## config.mk

```make
export PLATFORM = sky130hd
export DESIGN_NAME = mul_arbiter
export DESIGN_NICKNAME = d
export VERILOG_FILES = /design/src/rtl/mul_arbiter.sv
export SDC_FILE = /design/constraint.sdc
export NUM_CORES = 1
export LEC_CHECK = 0
export CAP_MARGIN = 20
export CORE_ASPECT_RATIO = 1.25
export CORE_MARGIN = 5
export CORE_UTILIZATION = 42
export DETAILED_ROUTE_END_ITERATION = 8
export PLACE_DENSITY = 0.9
export SLEW_MARGIN = 20
export SYNTH_ARGS = -nofsm -noshare
export SYNTH_HDL_FRONTEND = slang
export SYNTH_SLANG_ARGS = --single-unit
```

## constraint.sdc

```tcl
create_clock -name clk -period 2.2 [get_ports clk]
set_input_delay 0.22 -clock clk [delete_from_list [all_inputs] [get_ports clk]]
set_output_delay 0.22 -clock clk [all_outputs]
set_load 0.1 [all_outputs]
```

## src/rtl/mul_arbiter.sv

```systemverilog
`default_nettype none
// ============================================================================
//  Module      : mul_arbiter
//  Description : Round-robin sharing of one pipelined 8x8 multiplier between
//                two requesters, with a tag pipe that routes each product
//                back to the requester that issued it.
//  Revision    : 1.0  initial release
// ============================================================================
module mul_arbiter #(
   parameter int LATENCY      = 4,
   parameter bit RESET_PRIO_A = 1'b1
) (
   input  logic        clk,
   input  logic        rst,
   input  logic        req_a,
   input  logic [7:0]  x_a,
   input  logic [7:0]  y_a,
   output logic        gnt_a,
   output logic        vld_a,
   output logic [15:0] ans_a,
   input  logic        req_b,
   input  logic [7:0]  x_b,
   input  logic [7:0]  y_b,
   output logic        gnt_b,
   output logic        vld_b,
   output logic [15:0] ans_b,
   output logic [7:0]  mul_x,
   output logic [7:0]  mul_y,
   input  logic [15:0] mul_ans,
   output logic        busy
);

   // One stage per multiplier cycle plus one for the registered operand.
   localparam int STAGES = LATENCY + 1;

   logic              prio_a;   // 1: A wins the next tie
   logic [STAGES-1:0] tag_vld;  // operation in flight at this stage
   logic [STAGES-1:0] tag_own;  // 1: owned by A, 0: owned by B
   logic              issue;
   logic              ret_a;
   logic              ret_b;

   // Arbitration: a lone requester always wins, a tie goes to the pointer.
   always_comb begin
      gnt_a = !rst && req_a && (!req_b || prio_a);
      gnt_b = !rst && req_b && (!req_a || !prio_a);
      issue = gnt_a || gnt_b;
      ret_a = tag_vld[LATENCY] && tag_own[LATENCY];
      ret_b = tag_vld[LATENCY] && !tag_own[LATENCY];
   end

   // Operand issue, pointer update and owner tracking through the pipe.
   always_ff @(posedge clk or posedge rst) begin
      if (rst) begin
         mul_x   <= 8'd0;
         mul_y   <= 8'd0;
         prio_a  <= RESET_PRIO_A;
         tag_vld <= '0;
         tag_own <= '0;
      end else begin
         if (gnt_a) begin
            mul_x  <= x_a;
            mul_y  <= y_a;
            prio_a <= 1'b0;
         end else if (gnt_b) begin
            mul_x  <= x_b;
            mul_y  <= y_b;
            prio_a <= 1'b1;
         end
         tag_vld <= {tag_vld[STAGES-2:0], issue};
         tag_own <= {tag_own[STAGES-2:0], gnt_a};
      end
   end

   // Result return: capture the product for its owner and pulse its valid.
   // busy covers everything about to be in the pipe plus the pending pulse,
   // so it drops the cycle after the last valid pulse.
   always_ff @(posedge clk or posedge rst) begin
      if (rst) begin
         ans_a <= 16'd0;
         ans_b <= 16'd0;
         vld_a <= 1'b0;
         vld_b <= 1'b0;
         busy  <= 1'b0;
      end else begin
         vld_a <= ret_a;
         vld_b <= ret_b;
         if (ret_a) ans_a <= mul_ans;
         if (ret_b) ans_b <= mul_ans;
         busy <= issue || (|tag_vld);
      end
   end

endmodule
`default_nettype wire

```

==> flow_summary.ini <==
[worst_setup_path]
critical_path_class = reg -> out
start_kind = flop
crit_fanout = 17
r2r-start = prio_a
reg2reg_to = mul_y[5]
crit_arrival_ns = 1.70
required_ns = 1.98
endpoint_kind = output port
rrSetupSlack_ns = 0.68
worst-r2r-cell-count = 3

[routing]
via_count = 1817
vias_per_cell = 5.02
wl_per_cell_um = 15.4
drt_iter0_drc = 67
wirelength_um = 5560
drtAntennaViolNets = 0
firstDrtPassIters = 4
drc_errors = 0

[yosys]
ys_seq_area_frac = 0.649
ys_seq_elements = 62
synth.avg_cell_area_um2 = 12.8
yosysWarnings = 0
synth.net_count = 239
synth_area_leader_cell = dfrtp_1
synthDominantCellAreaShare = 0.638
synthTopCellsByArea = dfrtp_1 64%, mux2_2 15%, a31oi_1 4.2%, nand3_1 3.3%, o21ai_0 3.3%
netlist-cell-type-count = 20
postSynthCellCount = 187
synth.cell_area_um2 = 2390

[final_layout]
nNetsFinal = 345
mostFrequentLayoutCells = 61 x dfrtp_1, 55 x buf_4, 51 x clkdlybuf4s50_1, 32 x mux2_2
antennaDiodeCount = 0
syn2layout_area_growth_pct = 49.5
nFillCells = 428
drive_above_1_share = 0.362
layout_commonest_cell = dfrtp_1

[hold_path]
hold_end = tag_own[2]
hold_start = tag_own[1]
hp-class = reg -> reg
min_delay_path_depth = 0

[cts]
cts_resized = 0
clock_latency_ns = 0.33
cts.clk_slew.worst_paths_ns = 0.06
hold_buffers = 0
cts_setup_buffers = 0
cts-buffers-inserted = 9
cts_max_level = 3
root_buffer = clkbuf_8
cts_tree = done
cts_buffer_depth = 2
clock_sinks = 62

[power_and_ir_drop]
ir_drop_mv = 0.533
power.leakage_nw = 1.56
power_density_nw_per_um2 = 1250

[floorplanning]
die_h_um = 94.4
core_area_um2 = 5480
rows = 30
initial_core_util = 0.437
dieArea_um2 = 7310
die_x_um = 77.5
io_pins = 105

[grt]
grt_pass1_wl_um = 8980
grt_pass1_vias = 1868
antenna_found_initial = 0
grt_max_degree = 63
grt_overflow = 0
grtUsageTotal = 0.156

[timing]
setup_tns_ns = 0
min_period_ns = 1.92
fin_worst_skew_ns = 0.0102
setup_viol = 0
worst_pin_slew_ns = 0.745
period_share = 0.873
setup_ws_ns = 0.279
drv_slew = 0
slew_headroom = 0.503
hold_violations = 0
max_freq_ghz = 0.521
rsz0062_at_grt = false

[run]
cap_violations = 0

[place]
io_buffers = 104
dpl_worst_slack_ns = 0.331
dp_hpwl_um = 4170
place_congestion = 0.737

[status]
status = completed
## how the worst max path moves through the flow
stage | startpoint | cells after the start | to
after floorplan | rst | 3 | gnt_b
after global placement | rst | 4 | gnt_a
after detailed placement | rst | 4 | gnt_a
after CTS | prio_a | 3 | gnt_a
after global routing | prio_a | 3 | gnt_a
final | prio_a | 3 | gnt_a
## metal layers
| metal | track usage | part of all wire | vias to the layer above |
|---|---|---|---|
| li1 | - | - | 870 |
| met1 | 0.171 | 0.38 | 852 |
| met2 | 0.261 | 0.50 | 85 |
| met3 | 0.0592 | 0.092 | 10 |
| met4 | 0.0860 | 0.022 | 0 |
| met5 | 0 | 0 | - |
## worst max-delay path, stage by stage (launching register included)
cell	delay, ns
dfstp_2	0.57
and2b_1	0.36
nor2_2	0.24
buf_12	0.20
## metrics by stage
stage	power, mW	cells	cell area [um2]	util	hold slack, ns
after CTS	4.52	362	3580	0.653	0.352
after global routing	4.63	362	3580	0.653	0.359
after floorplan	3.02	187	2400	-	0.331
after detailed placement	3.52	346	3380	0.616	0.337
final	4.47	362	3580	0.653	0.349
after global placement	3.48	346	3380	0.616	0.333
## synthesized netlist by cell type
library cell and n:
dfrtp_1 61, mux2_2 32, nor2_1 17, a31oi_1 16, nand3_1 16, o21ai_0 16
buf_2 9, nand2_1 3, buf_4 2, clkbuf_2 2, inv_1 2, nand2b_1 2
nor2b_1 2, a21oi_1 1, and2b_1 1, dfstp_2 1, o21ai_1 1, o21ba_2 1
or3_1 1, or4_1 1
## registers in the layout, summed over array words and instances, names as in the netlist
name	cells
ans_b	16
mul_y	8
tag_own	5
tag_vld	5
busy	1
vld_a	1
mul_x	8
vld_b	1
ans_a	16
prio_a	1
## final cells by class
cell class                 count  area, um2  area share
timing repair buffer         108        963       0.269
sequential                    62       1550       0.434
inverter                       2       11.3     0.00315
tap                           64       80.1      0.0224
clock buffer                  13        159      0.0444
clock inverter                 3       42.5      0.0119
multi-input combinational    110        768       0.215
## power by group
group	leakage [nW]	total, mW	internal (mW)	switching, mW
Sequential	0.726	1.44	1.33	0.101
Clock	0.0996	0.989	0.584	0.405
Combinational	0.730	2.04	0.459	1.59
Total	1.56	4.47	2.38	2.09
## logic make-up (layout without fill, tap and decap cells)
family                 count (synthesis)  after routing  synth area share
muxes                                 32             32             0.151
AOI/OAI and AO/OA                     35             35            0.0837
and+or+nand+nor                       43             43            0.0842
buffers and inverters                 15            126            0.0324
DFF                                   62             62             0.649
No activity file was read; power rests on OpenSTA's default activity.
